==> src/rtl/rob_commit.sv <==
// In-order reorder buffer: allocates entries at the tail, captures FU writebacks by index,
// and retires completed entries from the head into the register file commit port.
module rob_commit #(
    parameter int ROB_DEPTH    = 8,
    parameter int ROB_IDX_SIZE = 3,
    parameter int GPR_SIZE     = 64,
    parameter int GPR_IDX_SIZE = 5
) (
    input  logic                    in_clk,
    input  logic                    in_rst_n,
    input  logic                    in_flush,
    input  logic                    in_alloc_valid,
    input  logic [GPR_IDX_SIZE-1:0] in_alloc_dst,
    input  logic                    in_alloc_set_nzcv,
    output logic                    out_alloc_ready,
    output logic [ROB_IDX_SIZE-1:0] out_next_rob_index,
    input  logic                    in_wb_valid,
    input  logic [ROB_IDX_SIZE-1:0] in_wb_rob_index,
    input  logic [GPR_SIZE-1:0]     in_wb_value,
    input  logic [3:0]              in_wb_nzcv,
    output logic                    out_commit,
    output logic [GPR_SIZE-1:0]     out_commit_value,
    output logic [GPR_IDX_SIZE-1:0] out_commit_reg_index,
    output logic [ROB_IDX_SIZE-1:0] out_commit_rob_index,
    output logic                    out_commit_set_nzcv,
    output logic [3:0]              out_commit_nzcv,
    output logic [ROB_IDX_SIZE:0]   out_count,
    output logic                    out_empty
);

    localparam logic [ROB_IDX_SIZE:0] FULL_COUNT = (ROB_IDX_SIZE + 1)'(ROB_DEPTH);

    logic [ROB_DEPTH-1:0]    valid;
    logic [ROB_DEPTH-1:0]    done;
    logic [ROB_DEPTH-1:0]    set_nzcv_bits;
    logic [GPR_IDX_SIZE-1:0] dst_mem   [ROB_DEPTH];
    logic [GPR_SIZE-1:0]     value_mem [ROB_DEPTH];
    logic [3:0]              nzcv_mem  [ROB_DEPTH];

    logic [ROB_IDX_SIZE-1:0] head;
    logic [ROB_IDX_SIZE-1:0] tail;
    logic [ROB_IDX_SIZE:0]   count;

    logic alloc_fire;
    logic wb_fire;
    logic retire;

    // Every decision uses registered state only, so no input reaches an output combinationally.
    assign out_alloc_ready    = (count != FULL_COUNT);
    assign out_empty          = (count == '0);
    assign out_count          = count;
    assign out_next_rob_index = tail;

    assign alloc_fire = in_alloc_valid && out_alloc_ready;
    assign wb_fire    = in_wb_valid && valid[in_wb_rob_index];
    assign retire     = valid[head] && done[head];

    always_ff @(posedge in_clk or negedge in_rst_n) begin
        if (!in_rst_n) begin
            head                 <= '0;
            tail                 <= '0;
            count                <= '0;
            valid                <= '0;
            done                 <= '0;
            out_commit           <= 1'b0;
            out_commit_value     <= '0;
            out_commit_reg_index <= '0;
            out_commit_rob_index <= '0;
            out_commit_set_nzcv  <= 1'b0;
            out_commit_nzcv      <= '0;
        end else if (in_flush) begin
            head       <= '0;
            tail       <= '0;
            count      <= '0;
            valid      <= '0;
            done       <= '0;
            out_commit <= 1'b0;
        end else begin
            out_commit <= retire;
            // The tail slot is never valid while not full, so allocate and writeback never collide.
            if (alloc_fire) begin
                valid[tail] <= 1'b1;
                done[tail]  <= 1'b0;
                tail        <= tail + ROB_IDX_SIZE'(1);
            end
            if (wb_fire) begin
                done[in_wb_rob_index] <= 1'b1;
            end
            if (retire) begin
                valid[head]          <= 1'b0;
                head                 <= head + ROB_IDX_SIZE'(1);
                out_commit_value     <= value_mem[head];
                out_commit_reg_index <= dst_mem[head];
                out_commit_rob_index <= head;
                out_commit_set_nzcv  <= set_nzcv_bits[head];
                out_commit_nzcv      <= nzcv_mem[head];
            end
            case ({alloc_fire, retire})
                2'b10:   count <= count + 1'b1;
                2'b01:   count <= count - 1'b1;
                default: count <= count;
            endcase
        end
    end

    // Payload storage needs no reset; the valid/done bits gate every use of it.
    always_ff @(posedge in_clk) begin
        if (alloc_fire) begin
            dst_mem[tail]       <= in_alloc_dst;
            set_nzcv_bits[tail] <= in_alloc_set_nzcv;
        end
        if (wb_fire) begin
            value_mem[in_wb_rob_index] <= in_wb_value;
            nzcv_mem[in_wb_rob_index]  <= in_wb_nzcv;
        end
    end

endmodule

==> config.mk <==
export PLATFORM = sky130hd
export DESIGN_NAME = rob_commit
export DESIGN_NICKNAME = d
export VERILOG_FILES = /design/src/rtl/rob_commit.sv
export SDC_FILE = /design/constraint.sdc
export NUM_CORES = 1
export LEC_CHECK = 0
export ABC_AREA = 1
export BUFFER_PORTS_ARGS = -buffer_cell sky130_fd_sc_hd__buf_2
export CAP_MARGIN = 0
export CORE_ASPECT_RATIO = 0.9
export CORE_MARGIN = 3
export CORE_UTILIZATION = 50
export CTS_CLUSTER_DIAMETER = 40
export DETAILED_ROUTE_END_ITERATION = 6
export PLACE_DENSITY = 0.68
export SLEW_MARGIN = 10
export SYNTH_ARGS = -nofsm -noshare
export SYNTH_HDL_FRONTEND = slang
export SYNTH_SLANG_ARGS = --single-unit
==> constraint.sdc <==
create_clock -name in_clk -period 3.25 [get_ports in_clk]
set_clock_uncertainty 0.2 [all_clocks]
set_input_delay 0.325 -clock in_clk [delete_from_list [all_inputs] [get_ports in_clk]]
set_output_delay 0.325 -clock in_clk [all_outputs]
set_load 0.02 [all_outputs]
==> impl_metrics.tcl, run 1 <==
set metrics [dict create \
    result_of_the_run "completed" \
    hold_path.startpoint "in_wb_rob_index[2]" \
    maxSlewHeadroom_pct 21.48 \
    start_util_pct 50.78 \
    route.detailed.wl_per_inst_um 20.96 \
    fraction_of_synthesized_area_in_multiplexers_pct 0 \
    postRouteAntennaNets 0 \
    route.final.wire_length_mm 62.85 \
    critical_path.reg2reg.startpoint "head[1]" \
    worst-setup-path-type "reg2reg" \
    timing.final.crit_share_pct 87.97 \
    p_leak_nw 11.84 \
    timing.critical_path.slowest_cell_delay_ps 500 \
    synth-compound-area-share_pct 11.37 \
    antenna_found_initial 6 \
    synth_adder_area_share_pct 0.1899 \
    grt_start_max_net_pins 167 \
    vdd_drop_max_mv 0.4617 \
    number_of_buffers_inserted_to_repair_setup_after_cts 0 \
    grt_first_pass_wirelength_mm 97.38 \
    clk_root_buffer_cell "clkbuf_16" \
    path_common_cell "nand2_1" \
    syn-instance-count 1994 \
    tritoncts_num_sinks 696 \
    synthSimpleGateAreaFrac_pct 8.352 \
    synth-main-ff-cell "edfxtp_1" \
    hold_crit_class "in2reg" \
    max_cap_violations 0 \
    die_width_um 248.0 \
    grt.total_usage_pct 22.74 \
    synth_warnings 0 \
    synth_seq_cells 696 \
    drtPass1Iterations 5 \
    setup-tns-final_ps 0 \
    critical_path.startpoint "head[1]" \
    postCtsHoldBufs 84 \
    slew_violations 0 \
    r2r_setup_slack_ps 390 \
    cts_buffer_depth 3 \
    required_ps 3520 \
    place.gp.congestion 0.8927 \
    overflow 0 \
    fin_cells 2999 \
    finalWorstPathRequiredPeriod_ps 2859 \
    mean_instance_size_in_the_synthesized_netlist_um2 13.22 \
    drc 0 \
    worstSetupEndpointType "flop" \
    grt_pass1_vias 17210 \
    num-fill-cells 3948 \
    cts_bufs_inserted 83 \
    drive_gt1_share_pct 15.34 \
    rsz0062_at_grt "no" \
    flow.area_growth_from_synthesis_pct 20.27 \
    finalSetupViolCount 0 \
    number_of_enable_type_register_cells_in_the_synthesized_netlist 592 \
    synth_top_family_by_area "compound AO/OA/AOI/OAI gates" \
    mappedNetlistNets 2080 \
    transition_at_the_pin_with_the_smallest_max_transition_slack_ps 1178 \
    tritoncts "built" \
    detailedRoute.firstIterationViolations 1679 \
    worst_ep_arrival_time_ps 3130 \
    synth.yosys.seq_area_share_pct 77.33 \
    critical_path_cell_by_cell "nand2_1 > inv_2 > nand3_1 > nand2_1 > nor2_1 > nor2_4 > inv_2 > nor2_4 > clkinv_2 > buf_12 > nand2_1 > o21ai_0" \
    place.detailed.instances 2756 \
    final_nets 2323 \
    layout.cell_area.non_filler_um2 31690 \
    dpl_cell_area_um2 27990 \
    power_per_cell_area_nw_per_um2 620.5 \
    postCtsResizedCells 0 \
    fp.dieArea_um2 55500 \
    route.vias.total 17200 \
    worstSkewPairLatency_ps 610 \
    critical_path.slowest_cell "dfrtp_1" \
    vias_per_cell 5.735 \
    hold_violations 0 \
    io_pins 169 \
    core_footprint_um2 51890 \
    die_height_um 223.8 \
    synth_cell_type_count 30 \
    share_of_the_synthesized_netlist_area_taken_by_xor_and_xnor_gates_pct 0.03324 \
    synth_async_sr_flop_share_pct 14.94 \
    clk_transition_reported_paths_ps 50 \
    port_buffers 168 \
    netlist_area_before_placement_um2 26350 \
    detailed_place_hpwl_mm 32.78 \
    max_clock_freq_ghz 0.3498 \
    critPathLaunchType "flop" \
    critical_path.max_fanout 41 \
    number_of_h_tree_branching_levels 3 \
    core.rowCount 79 \
]
## logic make-up (layout without fill, tap and decap cells)
group                    Yosys count  in the layout
flip-flops                       696            696
buffers and inverters            175            488
XOR/XNOR                           1              1
AO/OA/AOI/OAI                    554            554
adder cells (fa/ha/maj)            4              4
AND/OR/NAND/NOR                  564            564
other                              0              4
## worst paths after layout
| kind | endpoint | cells past startpoint |
|---|---|---|
| worst min register to register | out_commit_value[60] | 2 |
| worst min-delay path | done[2] | 4 |
| worst max-delay path | out_commit_rob_index[1] | 12 |
| min in group asynchronous | out_count[3] | 2 |
| max in group asynchronous | out_commit_value[22] | 3 |
| worst max register to register | out_commit_rob_index[1] | 12 |
## layout make-up
class                   count  area, um^2  share of cell area [%]
clock inverters            53       633.1                   1.998
multi-input cells        1123        5274                   16.64
inverters                  56       229.0                  0.7224
well taps                 688       860.8                   2.716
flip-flops and latches    696       20380                   64.31
repair buffers            277        2085                   6.577
diodes                      4       10.01                 0.03158
clock buffers             102        2220                   7.003
## Yosys cell counts, types with 10 or more instances
cell      count  share of area [%]
inv_1        50               0.71
edfxtp_1    592                 67
nand3_1      25               0.47
nand2_1     208                3.0
a21oi_1      10               0.19
o21ai_1      20               0.38
o21ai_0     361                6.9
nor2_1      314                4.5
buf_2        12               0.23
dfrtp_1     104                9.9
o22ai_1     151                3.6
clkbuf_1     97                1.4
## state kept, by name, indices dropped and copies added (netlist names), 4 cells and up
| name | flops |
|---|---|
| nzcv_mem | 32 |
| out_count | 4 |
| dst_mem | 40 |
| value_mem | 512 |
| set_nzcv_bits | 8 |
| out_commit_reg_index | 5 |
| valid | 8 |
| out_commit_nzcv | 4 |
| done | 8 |
| out_commit_value | 64 |
## metrics by stage
| stage | utilization (%) | total power, mW | hold slack [ps] | setup WS [ps] |
|---|---|---|---|---|
| 2_1_floorplan | - | 10.14 | -170.6 | 130.4 |
| 3_3_place_gp | 53.94 | 10.38 | 251.1 | 552.3 |
| 3_5_place_dp | 53.94 | 10.39 | 257.1 | 412.2 |
| 4_1_cts | 61.06 | 19.83 | 2.684 | 395.9 |
| 5_1_grt | 61.07 | 20.25 | 58.68 | 181.5 |
| 6_report | 61.08 | 19.67 | 49.76 | 391.0 |
## where the power goes
part | switching (mW) | internal (mW)
logic | 0.309 | 0.170
registers | 0.0433 | 9.77
clock network | 3.70 | 5.67
## worst max-delay path: cells and delay by family (launching register included)
kind | cells | cell delay (ps)
buffers and inverters | 4 | 1170
and+or+nand+nor | 7 | 750
DFF | 1 | 500
AOI/OAI and AO/OA | 1 | 90
## layer usage
metal / part of all wire (%) / track usage [%] / vias to the layer above
met5: 0.051 / 0 / -
met4: 2.9 / 8.225 / 6
met3: 6.9 / 4.524 / 144
met2: 46 / 35.32 / 635
met1: 44 / 32.28 / 8619
li1: - / - / 7795
## layout by cell type (no fill, tap or decap), types with 21 or more instances in the layout
| cell type | n |
|---|---|
| nand2_1 | 208 |
| buf_2 | 167 |
| edfxtp_1 | 592 |
| dfrtp_1 | 103 |
| clkinv_2 | 21 |
| clkbuf_16 | 84 |
| nor2_1 | 313 |
| o21ai_0 | 361 |
| dlygate4sd3_1 | 84 |
| o22ai_1 | 151 |
| nand3_1 | 25 |
| inv_1 | 41 |
Power figures use the tool's default switching activity.
==> run 2, diff against run 1 <==
- SETUP_SLACK_MARGIN: unset -> 0.5
==> run 2 against run 1 <==
Net effect:
- global-route usage is 0.32 points higher
- flip-flop and latch count stayed put
- first-iteration DRC count is 4.4% lower
- cell count grew 0.67%
- count of clock-buffer cells in the layout is 8 higher
- critical endpoint is now out_commit_rob_index[2]
- largest cell class unchanged
- largest power group unchanged
- highest routed layer unchanged
==> impl_metrics.tcl, run 2 (synthesized netlist as in run 1, its figures left out) <==
set metrics [dict create \
    max_cap_violations 0 \
    cts_buffer_depth 3 \
    power_per_cell_area_nw_per_um2 628.6 \
    drive_gt1_share_pct 16.12 \
    hold_crit_class "in2reg" \
    vias_per_cell 5.670 \
    path_common_cell "nor2_4" \
    number_of_h_tree_branching_levels 3 \
    max_clock_freq_ghz 0.3862 \
    core.rowCount 79 \
    cts_bufs_inserted 90 \
    timing.final.crit_share_pct 79.66 \
    most-common-layout-cells "edfxtp_1, o21ai_0, nor2_1" \
    worst_ep_arrival_time_ps 2840 \
    result_of_the_run "completed" \
    final_nets 2340 \
    postLayoutCoreUtil_pct 61.60 \
    fp.dieArea_um2 55500 \
    num-fill-cells 3896 \
    p_leak_nw 11.87 \
    detailedRoute.firstIterationViolations 1605 \
    grt.total_usage_pct 23.05 \
    vdd_drop_max_mv 0.4483 \
    io_pins 169 \
    drc 0 \
    postRouteAntennaNets 0 \
    clk_transition_reported_paths_ps 60 \
    largest_registers "value_mem: 512 flops, out_commit_value: 64 flops, dst_mem: 40 flops" \
    worstSetupEndpointType "flop" \
    critical_path.slowest_cell "dfrtp_1" \
    setup-tns-final_ps 0 \
    critical_path_cell_by_cell "nor2_4 > buf_6 > nand3_1 > nand2_1 > nor2_1 > nor2_4 > buf_4 > inv_2 > nor2_4 > clkinv_2 > buf_12 > nand2_1 > o21ai_1" \
    place.gp.congestion 0.8569 \
    finalSetupViolCount 0 \
    largest_reg_flops 512 \
    worst-setup-path-type "reg2reg" \
    grt_start_max_net_pins 190 \
    maxSlewHeadroom_pct 23.57 \
    rsz0062_at_grt "yes" \
    transition_at_the_pin_with_the_smallest_max_transition_slack_ps 1146 \
    tritoncts_num_sinks 696 \
    finalWorstPathRequiredPeriod_ps 2589 \
    largest_register "value_mem" \
    critical_path.max_fanout 46 \
    hold_slack_ps 25.78 \
    core_footprint_um2 51890 \
    route.detailed.wl_per_inst_um 21.42 \
    die_height_um 223.8 \
    r2r_setup_slack_ps 660 \
    worstSkewPairLatency_ps 610 \
    grt_pass1_vias 16670 \
    antenna_found_initial 6 \
    hold_violations 0 \
    slew_violations 0 \
    grt_first_pass_wirelength_mm 97.41 \
    port_buffers 168 \
    required_ps 3500 \
    flow.area_growth_from_synthesis_pct 21.30 \
    drtPass1Iterations 5 \
    clk_root_buffer_cell "clkbuf_16" \
    mostFrequentLayoutCell "edfxtp_1" \
    critPathLaunchType "flop" \
    start_util_pct 50.78 \
    pnr_total_power_mw 20.09 \
    timing.critical_path.slowest_cell_delay_ps 470 \
    route.vias.total 17120 \
    route.final.wire_length_mm 64.66 \
    die_width_um 248.0 \
    tritoncts "built" \
    detailed_place_hpwl_mm 32.39 \
    overflow 0 \
]
==> run 2: changes by cell type in the layout (fill, tap and decap cells not counted), moves of 3 or more <==
cell / delta
clkinv_4: -6
buf_4: +12
buf_6: +4
clkinvlp_4: +21
dlygate4sd3_1: -5
clkbuf_16: +9
clkinv_1: +3
clkinv_2: -13
==> run 2: path summary, 6_finish.rpt <==
path                                           endpoint                  from  depth (start not counted)
worst max-delay path            out_commit_rob_index[2]               head[1]                         13
min in group asynchronous          out_commit_value[53]              in_rst_n                          2
worst min-delay path                            done[1]    in_wb_rob_index[1]                          4
max in group asynchronous          out_commit_value[12]              in_rst_n                          3
worst min register to register     out_commit_value[43]  out_commit_value[43]                          2
worst max register to register  out_commit_rob_index[2]               head[1]                         13
==> run 2: worst max-delay path: cells and delay by family, from the launching register on <==
kind / cells / cell delay (ps)
compound gates: 1 / 120
buf+inv: 5 / 740
flops: 1 / 470
simple gates: 7 / 890
==> run 2: per-layer routing <==
layer  GRT usage (%)  routed length (um)
met3           4.716                4932
met4           5.966                1202
met5               0                  41
met1           32.90               27790
met2           36.66               30700
==> run 2: stage by stage <==
stage	cell area, um^2	std cells	worst slack, ps
floorplan	26390	1994	511.9
global placement	28040	2763	536.2
detailed placement	28040	2763	553.1
CTS	31860	3007	546.5
global route	31960	3017	456.3
finish	31970	3019	660.9
==> run 2: cell type report <==
class / instances / area [um^2] / share of cell area, %
diodes: 4 / 10.01 / 0.03131
well taps: 688 / 860.8 / 2.693
flip-flops and latches: 696 / 20380 / 63.77
multi-input cells: 1123 / 5274 / 16.50
clock inverters: 55 / 628.1 / 1.965
inverters: 56 / 254.0 / 0.7946
repair buffers: 287 / 2155 / 6.740
clock buffers: 110 / 2400 / 7.507
==> run 2: repair_timing <==
action,4_1_cts,5_1_grt
buffers inserted,0,7
endpoints found under the setup margin,0,73
gates resized for setup,0,7
endpoints found under the hold margin,649,0
hold buffers,79,0
==> run 2: power breakdown <==
part	leakage, nW	total [mW]	internal, mW	switching, mW
sequential	6.76	9.82	9.77	0.0440
clock	1.42	9.80	6.03	3.77
combinational	3.69	0.481	0.168	0.313
total	11.9	20.1	16.0	4.13
==> run 3, diff against run 2 <==
- ABC_AREA: 1 -> 0
- clock period: 3.25 -> 2.5 ns (I/O delays scaled with it)
==> run 3 against run 2 <==
Net effect:
- clock power grew 34%
- synthesized area grew 1.1%
- die area grew 1.0%
- the run now ends with negative setup slack left
- utilization grew 3.9 points
- critical path type unchanged
- cell count shrank 22%
==> impl_metrics.tcl, run 3 <==
set metrics [dict create \
    start_util_pct 51.04 \
    p_leak_nw 11.96 \
    mappedNetlistNets 1299 \
    synth.yosys.seq_area_share_pct 76.51 \
    synth-main-ff-cell "edfxtp_1" \
    clk_transition_reported_paths_ps 60 \
    finalSetupViolCount 60 \
    synth_area_leader_cell "edfxtp_1" \
    netlist_area_before_placement_um2 26640 \
    max_clock_freq_ghz 0.3748 \
    worst_ep_arrival_time_ps 2960 \
    power.share.switching_pct 22.00 \
    grt_most_used_layer "met2" \
    cts_bufs_inserted 89 \
    worst_slack_ps -168.4 \
    grt.total_usage_pct 21.50 \
    antenna_found_initial 4 \
    yosys.area.top_type_share_pct 66.74 \
    largest_reg_flops 512 \
    hold_crit_class "in2async" \
    worst-setup-path-type "reg2reg" \
    max_cap_violations 0 \
    slew_violations 0 \
    final_nets 1678 \
    tritoncts "built" \
    failed_checks "negative setup slack" \
    worstSkewPairLatency_ps 620 \
    pre_cts_ws_ps -49.30 \
    seqCellArea_um2 20390 \
    drtPass1Iterations 5 \
    postLayoutCoreUtil_pct 65.52 \
    synth_top_cells_by_area "edfxtp_1, mux4_2, dfrtp_1" \
    postRouteAntennaNets 0 \
    critPathLaunchType "flop" \
    core_footprint_um2 52190 \
    dpl_cell_area_um2 29280 \
    route.final.wire_length_mm 59.93 \
    use_met1_pct 29.43 \
    number_of_enable_type_register_cells_in_the_synthesized_netlist 592 \
    number_of_h_tree_branching_levels 3 \
    synth_warnings 0 \
    synth_cell_count_leaders "edfxtp_1, mux2_2, mux4_2, dfrtp_1, clkbuf_1" \
    synth_cell_type_count 45 \
    total_switching_power_mw 6.164 \
    clk_root_buffer_cell "clkbuf_16" \
    grt_pass1_vias 14200 \
    synth_async_sr_flop_share_pct 14.94 \
    internal_power_mw 21.86 \
    io_pins 169 \
    global_route.usage.met2_pct 35.62 \
    detailedRoute.firstIterationViolations 1020 \
    largest_register "value_mem" \
    overflow 0 \
    drive_gt1_share_pct 47.06 \
    die_height_um 225.0 \
    maxSlewHeadroom_pct 51.63 \
    hold_slack_ps 111.3 \
    result_of_the_run "finished, violations left" \
    drc 0 \
    critical_path.max_fanout 4 \
    flow.area_growth_from_synthesis_pct 28.37 \
    syn-instance-count 1213 \
    detailed_place_hpwl_mm 29.83 \
    timing.final.crit_share_pct 106.7 \
    place.gp.congestion 0.7720 \
    worstSetupEndpointType "flop" \
    tritoncts_num_sinks 696 \
    largest_registers "value_mem: 512 flops, out_commit_value: 64 flops, dst_mem: 40 flops" \
    finalWorstPathRequiredPeriod_ps 2668 \
    required_ps 2790 \
    power_per_cell_area_nw_per_um2 819.5 \
    cts_buffer_depth 3 \
    grt_start_max_net_pins 105 \
    dominant_cell_by_count_in_the_synthesized_netlist "edfxtp_1" \
    transition_at_the_pin_with_the_smallest_max_transition_slack_ps 725.6 \
    fp.dieArea_um2 56080 \
    most-common-layout-cells "edfxtp_1, buf_2, mux4_2" \
    vdd_drop_max_mv 0.8261 \
    route.detailed.wl_per_inst_um 25.43 \
    vias_per_cell 5.695 \
    clock_power_share_pct 46.6 \
    mostFrequentLayoutCell "edfxtp_1" \
    multi_input_area_um2 6484 \
    num-fill-cells 3324 \
    rsz0062_at_grt "yes" \
    die_width_um 249.3 \
    seq_power_share_pct 47.1 \
    grt.met3_usage_pct 4.627 \
    power.share.combinational_pct 6.3 \
    port_buffers 168 \
    layout.cell_area.non_filler_um2 34190 \
    mean_instance_size_in_the_synthesized_netlist_um2 21.96 \
    grt_first_pass_wirelength_mm 89.70 \
    core.rowCount 79 \
    route.vias.total 13420 \
    synth_seq_cells 696 \
    hold_violations 0 \
]
==> run 3: changes by cell type after synthesis, sizes merged, moves of 19 or more <==
cell,delta
o21ai,-379
nor2,-302
nand2,-189
mux2,+151
mux4,+149
o22ai,-148
clkbuf,-61
inv,-38
nand3,-19
==> run 3: layout make-up <==
cell class / instances / share of cell area (%)
Inverter: 17 / 0.2854
Clock inverter: 66 / 2.247
Clock buffer: 99 / 6.806
Antenna cell: 3 / 0.02196
Sequential cell: 696 / 59.64
Multi-Input combinational cell: 436 / 18.96
Tap cell: 688 / 2.518
Timing Repair Buffer: 352 / 9.518
==> run 3: repair_timing <==
item | 4_1_cts | 5_1_grt
endpoints found under the hold margin | 716 | 0
gates resized for setup | 38 | 46
hold buffers | 83 | 0
gates cloned | 9 | 3
buffers inserted | 18 | 15
endpoints found under the setup margin | 126 | 122
pin swaps | 6 | 16
==> run 3: final timing paths <==
check | slack [ps] | cells after the start | startpoint | end
min reg2reg | 300 | 1 | out_commit_nzcv[0] | out_commit_nzcv[0]
max in group asynchronous | 1400 | 3 | in_rst_n | head[1]
max reg2reg | -170 | 8 | head[2] | out_count[1]
max | -170 | 8 | head[2] | out_count[1]
min in group in_clk | 170 | 4 | in_wb_rob_index[0] | value_mem[3][56]
min | 110 | 3 | in_rst_n | out_commit_value[29]
==> run 3: layer usage <==
layer	wire length, um	up-vias
met5	14	-
met4	1267	4
met3	3453	110
met2	30040	442
met1	25150	7083
li1	-	5784
==> run 3: worst max-delay path: stages (launching register included) <==
cell and delay, ps:
dfrtp_4 430, mux4_2 520, and2_4 210, nor3_4 250
xor2_1 240, ha_1 290, nor3b_1 150, o211ai_1 180
nand2_1 80
==> run 3: through the flow <==
| step | total power, mW | cells | TNS [ps] |
|---|---|---|---|
| floorplan | 14.30 | 1213 | -38200 |
| global placement | 14.99 | 2061 | 0 |
| global route | 28.92 | 2356 | -6283 |
| finish | 28.02 | 2357 | -2120 |
| detailed placement | 15.03 | 2061 | -49.30 |
| CTS | 28.25 | 2336 | 0 |
==> run 3: power groups by stage <==
| stage | sequential [mW] | clock [mW] | combinational (mW) |
|---|---|---|---|
| after floorplan | 13.7 | 0 | 0.572 |
| after global placement | 13.4 | 0 | 1.57 |
| after detailed placement | 13.4 | 0 | 1.61 |
| after CTS | 13.2 | 13.3 | 1.74 |
| after global routing | 13.2 | 13.8 | 1.87 |
| final | 13.2 | 13.1 | 1.76 |
==> run 3: logic make-up after synthesis <==
| logic type | count (synthesis) | share of synthesized area, % |
|---|---|---|
| flip-flops | 696 | 76.51 |
| multiplexers | 300 | 18.98 |
| XOR/XNOR | 4 | 0.1316 |
| adder cells (fa/ha/maj) | 4 | 0.1879 |
| buffers and inverters | 81 | 1.381 |
| AO/OA/AOI/OAI | 41 | 1.001 |
| AND/OR/NAND/NOR | 87 | 1.804 |
